<file path="src/rtl/hvsync_generator_pkg.sv">
// Shared SVGA 800x600@72 (50 MHz pixel clock) timing constants and helpers
// for the sync generator and every consumer of its pixel coordinates.
package hvsync_generator_pkg;

  localparam int CNTR_WIDTH_H_DEFAULT = 11;
  localparam int CNTR_WIDTH_V_DEFAULT = 10;

  localparam int SVGA_H_VISIBLE = 800;
  localparam int SVGA_H_FP      = 56;
  localparam int SVGA_H_SYNC    = 120;
  localparam int SVGA_H_BP      = 64;

  localparam int SVGA_V_VISIBLE = 600;
  localparam int SVGA_V_FP      = 37;
  localparam int SVGA_V_SYNC    = 6;
  localparam int SVGA_V_BP      = 23;

  localparam logic SVGA_HS_POL = 1'b1;
  localparam logic SVGA_VS_POL = 1'b1;

  // True when a counter of the given width can hold every value 0..total-1.
  function automatic bit fits_width(input int total, input int width);
    if (width >= 31) begin
      return 1'b1;
    end else begin
      return total <= (32'sd1 <<< width);
    end
  endfunction

endpackage

</file>
<file path="src/rtl/hvsync_generator_sync_axis_counter.sv">
// One timing axis: wrapping position counter plus registered sync decode,
// with the sync level computed from the next count so it lines up with it.
module sync_axis_counter
  import hvsync_generator_pkg::*;
#(
  parameter int   WIDTH   = CNTR_WIDTH_H_DEFAULT,
  parameter int   VISIBLE = SVGA_H_VISIBLE,
  parameter int   FP      = SVGA_H_FP,
  parameter int   SYNC    = SVGA_H_SYNC,
  parameter int   BP      = SVGA_H_BP,
  parameter logic POL     = SVGA_HS_POL
) (
  input  logic             CLK,
  input  logic             RST_N,
  input  logic             advance,
  output logic [WIDTH-1:0] count,
  output logic             at_last,
  output logic             visible_next,
  output logic             sync
);

  localparam int TOTAL = VISIBLE + FP + SYNC + BP;
  localparam logic [WIDTH-1:0] LAST_C       = WIDTH'(TOTAL - 1);
  localparam logic [WIDTH-1:0] VISIBLE_C    = WIDTH'(VISIBLE);
  localparam logic [WIDTH-1:0] SYNC_FIRST_C = WIDTH'(VISIBLE + FP);
  localparam logic [WIDTH-1:0] SYNC_LAST_C  = WIDTH'(VISIBLE + FP + SYNC - 1);

  if (!fits_width(TOTAL, WIDTH)) begin : g_width_check
    $error("sync_axis_counter: timing total %0d does not fit in %0d bits", TOTAL, WIDTH);
  end

  logic [WIDTH-1:0] count_r;
  logic [WIDTH-1:0] count_next_s;
  logic             sync_r;
  logic             sync_next_s;
  logic             at_last_s;

  assign at_last_s = (count_r == LAST_C);

  // Next position: step or wrap when advancing, otherwise hold.
  always_comb begin
    count_next_s = count_r;
    if (advance) begin
      if (at_last_s) begin
        count_next_s = '0;
      end else begin
        count_next_s = count_r + WIDTH'(1);
      end
    end else begin
      count_next_s = count_r;
    end
  end

  // Sync window decode on the upcoming position.
  always_comb begin
    sync_next_s = ~POL;
    if ((count_next_s >= SYNC_FIRST_C) && (count_next_s <= SYNC_LAST_C)) begin
      sync_next_s = POL;
    end else begin
      sync_next_s = ~POL;
    end
  end

  // Position and sync registers; reset parks on the last position so the
  // first enabled edge lands on 0.
  always_ff @(posedge CLK) begin
    if (!RST_N) begin
      count_r <= LAST_C;
      sync_r  <= ~POL;
    end else begin
      count_r <= count_next_s;
      sync_r  <= sync_next_s;
    end
  end

  assign count        = count_r;
  assign sync         = sync_r;
  assign at_last      = at_last_s;
  assign visible_next = (count_next_s < VISIBLE_C);

endmodule

</file>
<file path="src/rtl/hvsync_generator.sv">
// VGA horizontal/vertical sync generator with frame start pulse and counter.
// All outputs except VGA_SYNC_N are registered and aligned with CounterX/Y.
module hvsync_generator
  import hvsync_generator_pkg::*;
#(
  parameter int   CNTR_WIDTH_H = CNTR_WIDTH_H_DEFAULT,
  parameter int   CNTR_WIDTH_V = CNTR_WIDTH_V_DEFAULT,
  parameter int   H_VISIBLE    = SVGA_H_VISIBLE,
  parameter int   H_FP         = SVGA_H_FP,
  parameter int   H_SYNC       = SVGA_H_SYNC,
  parameter int   H_BP         = SVGA_H_BP,
  parameter int   V_VISIBLE    = SVGA_V_VISIBLE,
  parameter int   V_FP         = SVGA_V_FP,
  parameter int   V_SYNC       = SVGA_V_SYNC,
  parameter int   V_BP         = SVGA_V_BP,
  parameter logic HS_POL       = SVGA_HS_POL,
  parameter logic VS_POL       = SVGA_VS_POL
) (
  input  logic                    CLK,
  input  logic                    RST_N,
  input  logic                    PixelEn,
  output logic [CNTR_WIDTH_H-1:0] CounterX,
  output logic [CNTR_WIDTH_V-1:0] CounterY,
  output logic                    VGA_HS,
  output logic                    VGA_VS,
  output logic                    VGA_BLANK_N,
  output logic                    VGA_SYNC_N,
  output logic                    inDisplayArea,
  output logic                    FrameStart,
  output logic [7:0]              FrameCount
);

  logic x_at_last_s;
  logic y_at_last_s;
  logic x_visible_next_s;
  logic y_visible_next_s;
  logic y_advance_s;
  logic frame_start_next_s;
  logic display_r;
  logic frame_start_r;
  logic [7:0] frame_count_r;

  assign y_advance_s        = PixelEn & x_at_last_s;
  assign frame_start_next_s = PixelEn & x_at_last_s & y_at_last_s;

  sync_axis_counter #(
    .WIDTH   (CNTR_WIDTH_H),
    .VISIBLE (H_VISIBLE),
    .FP      (H_FP),
    .SYNC    (H_SYNC),
    .BP      (H_BP),
    .POL     (HS_POL)
  ) u_h_axis (
    .CLK          (CLK),
    .RST_N        (RST_N),
    .advance      (PixelEn),
    .count        (CounterX),
    .at_last      (x_at_last_s),
    .visible_next (x_visible_next_s),
    .sync         (VGA_HS)
  );

  sync_axis_counter #(
    .WIDTH   (CNTR_WIDTH_V),
    .VISIBLE (V_VISIBLE),
    .FP      (V_FP),
    .SYNC    (V_SYNC),
    .BP      (V_BP),
    .POL     (VS_POL)
  ) u_v_axis (
    .CLK          (CLK),
    .RST_N        (RST_N),
    .advance      (y_advance_s),
    .count        (CounterY),
    .at_last      (y_at_last_s),
    .visible_next (y_visible_next_s),
    .sync         (VGA_VS)
  );

  // Display-area, frame-start pulse and frame counter registers.
  always_ff @(posedge CLK) begin
    if (!RST_N) begin
      display_r     <= 1'b0;
      frame_start_r <= 1'b0;
      frame_count_r <= 8'd0;
    end else begin
      display_r     <= x_visible_next_s & y_visible_next_s;
      frame_start_r <= frame_start_next_s;
      if (frame_start_next_s) begin
        frame_count_r <= frame_count_r + 8'd1;
      end else begin
        frame_count_r <= frame_count_r;
      end
    end
  end

  assign inDisplayArea = display_r;
  assign VGA_BLANK_N   = display_r;
  assign FrameStart    = frame_start_r;
  assign FrameCount    = frame_count_r;
  assign VGA_SYNC_N    = 1'b0;

endmodule

</file>
<file path="config.mk">
export PLATFORM = sky130hd
export DESIGN_NAME = hvsync_generator
export DESIGN_NICKNAME = d
export VERILOG_FILES = /design/src/rtl/hvsync_generator_pkg.sv /design/src/rtl/hvsync_generator_sync_axis_counter.sv /design/src/rtl/hvsync_generator.sv
export SDC_FILE = /design/constraint.sdc
export NUM_CORES = 1
export LEC_CHECK = 0
export ABC_AREA = 1
export BUFFER_PORTS_ARGS = -buffer_cell sky130_fd_sc_hd__buf_4
export CORE_MARGIN = 2
export CORE_UTILIZATION = 30
export DETAILED_ROUTE_END_ITERATION = 8
export GPL_ROUTABILITY_DRIVEN = 0
export PLACE_DENSITY = 0.46
export REMOVE_ABC_BUFFERS = 1
export SLEW_MARGIN = 20
export SYNTH_ARGS = -nofsm -noshare
export SYNTH_HDL_FRONTEND = slang
export SYNTH_HIERARCHICAL = 1
export SYNTH_SLANG_ARGS = --single-unit
</file>
<file path="constraint.sdc">
create_clock -name CLK -period 5.7 [get_ports CLK]
set_input_delay 0.855 -clock CLK [delete_from_list [all_inputs] [get_ports CLK]]
set_output_delay 0.855 -clock CLK [all_outputs]
set_load 0.01 [all_outputs]
</file>
### Word-level counts from Yosys, hierarchy flattened

Index checks and enable logic that the tools add are counted.

* bits of input ports: 3
* word-level logic and storage cells: 29
* register bits: 33
* output and inout port bits: 35

* add/sub/neg operators: 3
* bitwise operators: 3
* magnitude comparators: 6
* multiplexer cells: 6
* reductions and logical operators: 2
* equal/unequal tests: 2

Operators with widths (count)
* 11-bit two-way mux: 2
* 10-bit two-way mux: 2
* 11-bit by 1-bit adder with 11-bit output, second input constant: 1
* 11-bit equality test, second input constant: 1
* 11-bit by 10-bit greater-or-equal comparator with 1-bit output, second input constant: 1
* 11-bit by 10-bit less-or-equal comparator with 1-bit output, second input constant: 1
* 11-bit by 10-bit less-than comparator with 1-bit output, second input constant: 1
* 10-bit by 1-bit adder with 10-bit output, second input constant: 1
* 10-bit equality test, second input constant: 1
* 10-bit greater-or-equal comparator, second input constant: 1
* 10-bit less-or-equal comparator, second input constant: 1
* 10-bit less-than comparator, second input constant: 1
* 8-bit by 1-bit adder with 8-bit output, second input constant: 1
* 1-bit bitwise AND: 3
* 1-bit logical AND: 2
* 1-bit two-way mux: 2

### Logic depth before layout (Yosys ltp)

Gate-level depths: netlist (run 1).

* depth in word-level cells: 6
* gate-level depth with buffers: 19
* gate-level depth less buffers: 17

### By module

The synthesis (run 1) kept the hierarchy.

By module, submodules not included
* sync_axis_counter at u_h_axis: area an instance 828.3 sq um, seq. area each 240.2 sq um, cells each 139, instances 1
* sync_axis_counter at u_v_axis: area an instance 794.5 sq um, seq. area each 220.2 sq um, cells each 130, instances 1
* hvsync_generator: area an instance 460.4 sq um, seq. area each 200.2 sq um, cells each 62, instances 1

### Worst setup path after synthesis (run 1)

OpenSTA, ideal clock, no wires.

* path kind: reg2reg
* from: register u_h_axis.count_r[1] (netlist: u_h_axis/count[1])
* to: register display_r (netlist: VGA_BLANK_N)
* buffers on the path: 1
* setup slack: 3311 ps
* stages on the path, launching flop included: 18
* data required time: 5584 ps
* period minus slack after synthesis: 2389 ps
* library setup time: 116 ps
* data arrival time: 2273 ps
* path through: dfxtp_1 -> ha_1 -> nand2_2 -> nor3_1 -> nand2_1 -> inv_1 -> buf_6 -> nand3_2 -> nor2_2 -> nand3_1 -> nand2_1 -> nand4_2 -> nor2_2 -> nand2_1 -> nand2_1 -> inv_1 -> nand2_1 -> nor2_1

* word-level cells in the longest chain between the ends: 5
* elaborated cells on any way between the ends: 9
* classes of those cells: 1 x add/sub; 2 x order compare; 1 x eq/ne; 3 x mux; 2 x bitwise

RTL lines
* start, declared: line hvsync_generator_sync_axis_counter.sv:32 `logic [WIDTH-1:0] count_r;`
* start signal, assigned: line hvsync_generator_sync_axis_counter.sv:71 `count_r <= count_next_s;`
* 11-bit equality test: line hvsync_generator_sync_axis_counter.sv:38 `assign at_last_s = (count_r == LAST_C);`
* named net x_at_last_s: line hvsync_generator.sv:33 `logic x_at_last_s;`
* 1-bit bitwise AND: line hvsync_generator.sv:43 `assign y_advance_s = PixelEn & x_at_last_s;`
* named net y_advance_s: line hvsync_generator.sv:37 `logic y_advance_s;`
* 10-bit two-way mux: line hvsync_generator_sync_axis_counter.sv:43 `if (advance) begin`
* 10-bit less-than comparator: line hvsync_generator_sync_axis_counter.sv:79 `assign visible_next = (count_next_s < VISIBLE_C);`
* named net y_visible_next_s: line hvsync_generator.sv:36 `logic y_visible_next_s;`
* 1-bit bitwise AND: line hvsync_generator.sv:87 `display_r <= x_visible_next_s & y_visible_next_s;`
* end signal, assigned: line hvsync_generator.sv:87
* end, declared: line hvsync_generator.sv:39 `logic display_r;`

The timed path passes the listed nets, and every way through them passes these cells.
A chain may end at the register's enable or synchronous reset.

### Worst setup path in the final report (run 1)

Ends and elaborated chain as after synthesis.

==> flow_summary.ini, run 1 <==
[clocking]
cts-root-buf = clkbuf_8
numCtsBuffers = 5
ctsResizeCount = 0
cts_buffer_depth = 2
tritoncts = yes
post-cts-setup-buffers = 0
clk_latency_ps = 280
cts_htree_levels = 2
hold_buffers = 0
clk_pin_slew_ps = 70
cts_sinks = 33

[floorplan]
start_util_pct = 30.83
core_area_um2 = 6756
rows = 30
die_height_um = 87.33
fp.dieW_um = 87.33
pin_count = 38
die_area_um2 = 7627

[power_and_ir_drop]
p_sw_share_pct = 36.05
pwr-share-clk_pct = 27.2
power_density_nw_per_um2 = 253.4
peakVddDrop_mv = 0.08047
cell_internal_pwr_mw = 0.4035
power_mw = 0.6310
power_leakage_nw = 1.254
p_sw_mw = 0.2275
seqPwrFrac_pct = 42.9
pwr-share-comb_pct = 29.9

[finish]
drive_above_1_share_pct = 18.43
final_nets = 375
area_growth_pct = 19.52
num_antenna_cells = 0

[sta]
min_period_ps = 2804
slew_violations = 0
hold_ws_ps = 522.2
fin_ws_ps = 2896
fmax_mhz = 356.6
period_share_pct = 49.20
timing.final.hold_violations = 0
report.final.setup_viol = 0
tightestPinTransition_ps = 539.8
relSlewSlack_pct = 63.74
setup_tns_ps = 0
skew_ps = 2.433
rsz0062_at_grt = no

[setup_path]
endpoint_kind = flip-flop
required_ps = 5880
startpoint_type = flip-flop
r2r_cells = 16
critPathMaxFanout = 9
worst-setup-path-type = flip-flop to flip-flop
cp.arrival_ps = 2980

[placement]
portBuffers = 36
dp_worst_setup_slack_ps = 2875
place_hpwl_mm = 4.173

[routing]
avgViaCountPerCell = 4.608
drtIter0Drc = 65
dr_total_vias = 2069
drc = 0
firstDrtPassIters = 4
postRouteAntennaNets = 0
routedWlPerCell_um = 11.92
drt-total-wl_mm = 5.352

[yosys]
synthDistinctLibCells = 26
syn_area_per_cell_um2 = 6.294
synthArstFlopShare_pct = 0
syn_inst = 331
yosys_warnings = 6
synth-edff-count = 0
ys_seq_area_share_pct = 31.71
ys.flop_type = dfxtp_1
ys_ff_latch = 33
syn-cell-area_um2 = 2083

[hold_path]
hp-class = flip-flop to flip-flop
holdPathStages = 2

[status]
status = finished clean

[grt]
antenna_found_initial = 0
grt_pass1_vias = 1983
grt_first_pass_wirelength_mm = 9.308
grt_overflow = 0
track_usage_pct = 15.43
grt_start_max_net_pins = 20

[flow_run]
max-cap-violations = 0
-- flip-flops by register name, indices dropped and copies added, names as in the netlist --
signal          cells
FrameCount          8
VGA_BLANK_N         1
u_h_axis/sync       1
u_h_axis/count     11
u_v_axis/sync       1
FrameStart          1
u_v_axis/count     10
-- worst max-delay path, stage by stage, from the launching register on --
cell	delay [ps]
dfxtp_1	420
ha_1	290
nand2_2	110
nor3_1	490
nand2_1	90
inv_1	280
nand3_2	180
nor2_2	150
nand3_1	80
nand2_1	140
nand4_2	110
nor2_2	110
nand2_1	60
nand2_1	50
inv_1	40
nand2_1	50
nor2_1	30
-- routing by layer --
layer  vias to the layer above  track usage (%)  share of wire (%)
met3                         2            3.318                3.8
met4                         0            4.476               0.58
li1                       1111                -                  -
met5                         -                0                  0
met1                       919            20.44                 47
met2                        37            25.14                 48
-- worst paths after layout --
path | from | endpoint | slack (ps)
worst max register to register | u_h_axis/count[1] | VGA_BLANK_N | 2900
worst max-delay path | u_h_axis/count[1] | VGA_BLANK_N | 2900
worst min-delay path | FrameCount[1] | FrameCount[1] | 520
worst min register to register | FrameCount[1] | FrameCount[1] | 520
-- through the flow --
stage	std cells	cell area, um^2	util, %
2_1_floorplan	325	2033	-
3_3_place_gp	441	2404	35.57
3_5_place_dp	441	2404	35.57
4_1_cts	449	2490	36.85
5_1_grt	449	2490	36.85
6_report	449	2490	36.85
-- layout make-up --
type                            instances  area [um^2]
Clock buffer                            5        68.82
Timing Repair Buffer                   36        270.3
Sequential cell                        33        660.6
Inverter                               46        172.7
Multi-Input combinational cell        246         1200
Clock inverter                          3        17.52
Tap cell                               80        100.1
Fill cell                             762         4267
-- cell usage after synthesis (2+ instances only) --
master / number / area share (%)
a21oi_1: 8 / 1.9
nand3_2: 2 / 0.96
nor2_1: 52 / 9.4
nor2_4: 6 / 3.2
o21ai_0: 4 / 0.96
nor2_2: 4 / 1.2
nor3_1: 5 / 1.2
ha_1: 4 / 2.4
nand3_1: 38 / 9.1
o21ai_1: 2 / 0.48
buf_4: 3 / 1.1
dfxtp_1: 33 / 32
nand4_1: 8 / 2.4
xor2_1: 2 / 0.84
nand2_1: 95 / 17
inv_1: 46 / 8.3
nand2_2: 9 / 2.7
buf_6: 2 / 1.1
-- placed cells by master (no fill, tap or decap), types with 4 or more instances in the layout --
cell      synthesis  final
nand2_1          95     95
nor2_1           52     52
inv_1            46     46
nand3_1          38     38
buf_4             3     36
dfxtp_1          33     33
nand2_2           9      9
a21oi_1           8      8
nand4_1           8      8
nor2_4            6      6
nor3_1            5      5
clkbuf_8          0      5
ha_1              4      4
o21ai_0           4      4
nor2_2            4      4
-- cell families after synthesis --
| logic type | Yosys count | synth area share [%] |
|---|---|---|
| other cells | 1 | 0.1800 |
| fa+ha+maj | 4 | 2.402 |
| flops | 33 | 31.71 |
| xor+xnor | 2 | 0.8410 |
| simple gates | 223 | 50.09 |
| buf+inv | 52 | 10.69 |
| compound gates | 16 | 4.084 |
-- power groups by stage --
stage / logic [mW] / clock network, mW / registers, mW
after CTS: 0.191 / 0.185 / 0.271
final: 0.188 / 0.172 / 0.271
after floorplan: 0.123 / 0 / 0.278
after global routing: 0.215 / 0.194 / 0.274
after global placement: 0.190 / 0 / 0.277
after detailed placement: 0.190 / 0 / 0.276
Power figures use the tool's default switching activity.
==> inputs of run 2 (changes only) <==
--- a/config.mk
+++ b/config.mk
@@ -11,7 +11,7 @@
 export CORE_UTILIZATION = 30
 export DETAILED_ROUTE_END_ITERATION = 8
 export GPL_ROUTABILITY_DRIVEN = 0
-export PLACE_DENSITY = 0.46
+export PLACE_DENSITY = 0.48
 export REMOVE_ABC_BUFFERS = 1
 export SLEW_MARGIN = 20
 export SYNTH_ARGS = -nofsm -noshare
==> constraint.sdc (replaced) <==
create_clock -name CLK -period 2.5 [get_ports CLK]
set_input_delay 0.375 -clock CLK [delete_from_list [all_inputs] [get_ports CLK]]
set_output_delay 0.375 -clock CLK [all_outputs]
set_load 0.01 [all_outputs]
==> run 2 against run 1 <==
  * Critical path depth stayed put
  * Clock-buffer cell count is 2 higher
  * Critical path type unchanged
  * Combinational power is 150% higher
  * Highest routed layer unchanged
  * Wire length is 3.0% higher
  * Core utilization is 1.3 points higher
==> flow_summary.ini, run 2 (synthesis gave the netlist of run 1 again) <==
[status]
status = finished clean

[hold_path]
hp-start = RST_N
hp-class = primary input to flip-flop
min_delay_worst_endpoint = u_h_axis/count[10]
holdPathStages = 2

[grt]
grt.met2_usage_pct = 24.17
grt_busiest_layer = met2
grt_start_max_net_pins = 20
gr-usage-met1_pct = 19.70
antenna_found_initial = 0
track_usage_pct = 15.30
grt_first_pass_wirelength_mm = 9.128
grt_overflow = 0
grt_pass1_vias = 2016
grt_use_met3_pct = 3.033

[floorplan]
pin_count = 38
core_area_um2 = 6756
die_height_um = 87.33
die_area_um2 = 7627
start_util_pct = 30.83
fp.dieW_um = 87.33
rows = 30

[power_and_ir_drop]
power_density_nw_per_um2 = 620.1
peakVddDrop_mv = 0.3091
power_mw = 1.600
power_leakage_nw = 1.301

[setup_path]
endpoint_kind = flip-flop
crit_path_top_delay_cell = dfxtp_1
critPathMaxFanout = 7
regToRegSetupSlack_ps = 240
cp_slowest_stage_delay_ps = 410
required_ps = 2680
cp.arrival_ps = 2440
r2r-end = VGA_BLANK_N
r2r_cells = 16
worst-setup-path-type = flip-flop to flip-flop
critPathMostFrequentCell = nand2_1
cp_cell_sequence = ha_2 -> nand2_2 -> nor3_2 -> nand2_1 -> inv_2 -> nand2_1 -> nor2_4 -> nand2_1 -> nand2_1 -> nand2_2 -> o21ai_0 -> nand2_1 -> nand2_1 -> inv_1 -> nand2_1 -> nor2_1
startpoint_type = flip-flop
r2r-start = u_h_axis/count[0]

[finish]
num_antenna_cells = 0
final_cell_mix = nand2_1, nor2_1, inv_1
final_common_cell = nand2_1
largest_reg_flops = 11
final_nets = 382
area_growth_pct = 23.84
drive_above_1_share_pct = 20.48
final_area_um2 = 2580

[flow_run]
max-cap-violations = 0

[sta]
min_period_ps = 2261
slew_violations = 0
fin_ws_ps = 238.9
timing.final.hold_violations = 0
setup_tns_ps = 0
report.final.setup_viol = 0
skew_ps = 5.798
period_share_pct = 90.44
hold_ws_ps = 407.0
rsz0062_at_grt = no
fmax_mhz = 442.3

[clocking]
ctsResizeCount = 0
post-cts-setup-buffers = 0
tritoncts = yes
cts_sinks = 33
cts-root-buf = clkbuf_8
cts_buffer_depth = 2
cts_htree_levels = 2
numCtsBuffers = 5
hold_buffers = 0
clk_latency_ps = 280
clk_pin_slew_ps = 70

[routing]
drc = 0
dr_total_vias = 2094
routedWlPerCell_um = 12.09
firstDrtPassIters = 4
drtIter0Drc = 64
avgViaCountPerCell = 4.592
postRouteAntennaNets = 0
drt-total-wl_mm = 5.512

[placement]
portBuffers = 36
place_area_um2 = 2456
dp_worst_setup_slack_ps = 96.76
place_hpwl_mm = 4.228
-- run 2: cell count changes in the layout (fill, tap and decap cells not counted), sizes merged --
cell / previous run / this run
clkinv: 2 / 0
clkbuf: 5 / 7
bufinv: 0 / 1
buf: 36 / 43
clkinvlp: 1 / 0
-- run 2: worst max-delay path by stage --
stage	from	slack (ps)	cells after the start	endpoint
2_1_floorplan	u_h_axis/count[1]	60	16	VGA_BLANK_N
3_3_place_gp	u_h_axis/count[0]	170	16	VGA_BLANK_N
3_5_place_dp	u_h_axis/count[0]	100	16	VGA_BLANK_N
4_1_cts	u_h_axis/count[0]	90	16	VGA_BLANK_N
5_1_grt	u_h_axis/count[0]	2	15	VGA_BLANK_N
6_report	u_h_axis/count[0]	240	16	VGA_BLANK_N
-- run 2: report_power, final --
part           switching [mW]  internal (mW)  total (mW)
Combinational           0.281          0.182       0.462
Sequential             0.0442          0.564       0.608
Clock                   0.205          0.325       0.530
Total                   0.529           1.07        1.60
-- run 2: through the flow --
| stage | util (%) | std cells |
|---|---|---|
| after global placement | 36.35 | 448 |
| after CTS | 38.07 | 456 |
| after floorplan | - | 325 |
| after global routing | 38.19 | 456 |
| final | 38.19 | 456 |
| after detailed placement | 36.35 | 448 |
-- run 2: layer usage --
| metal | share of wire, % | wire length (um) |
|---|---|---|
| met4 | 3.2 | 176 |
| met2 | 45 | 2497 |
| met3 | 3.8 | 207 |
| met1 | 48 | 2631 |
| met5 | 0 | 0 |
-- run 2: layout make-up --
| cell class | count | area, um^2 |
|---|---|---|
| clock inverter | 1 | 30.03 |
| fill | 749 | 4177 |
| timing repair buffer | 43 | 322.8 |
| inverter | 46 | 172.7 |
| multi-input combinational | 246 | 1207 |
| tap | 80 | 100.1 |
| clock buffer | 7 | 86.33 |
| sequential | 33 | 660.6 |
-- run 2: worst max-delay path: cells and delay by family (launching register included) --
| family | cells | cell delay [ps] |
|---|---|---|
| AO/OA/AOI/OAI | 1 | 220 |
| adder cells (fa/ha/maj) | 1 | 250 |
| AND/OR/NAND/NOR | 12 | 1120 |
| buffers and inverters | 2 | 180 |
| flip-flops | 1 | 410 |
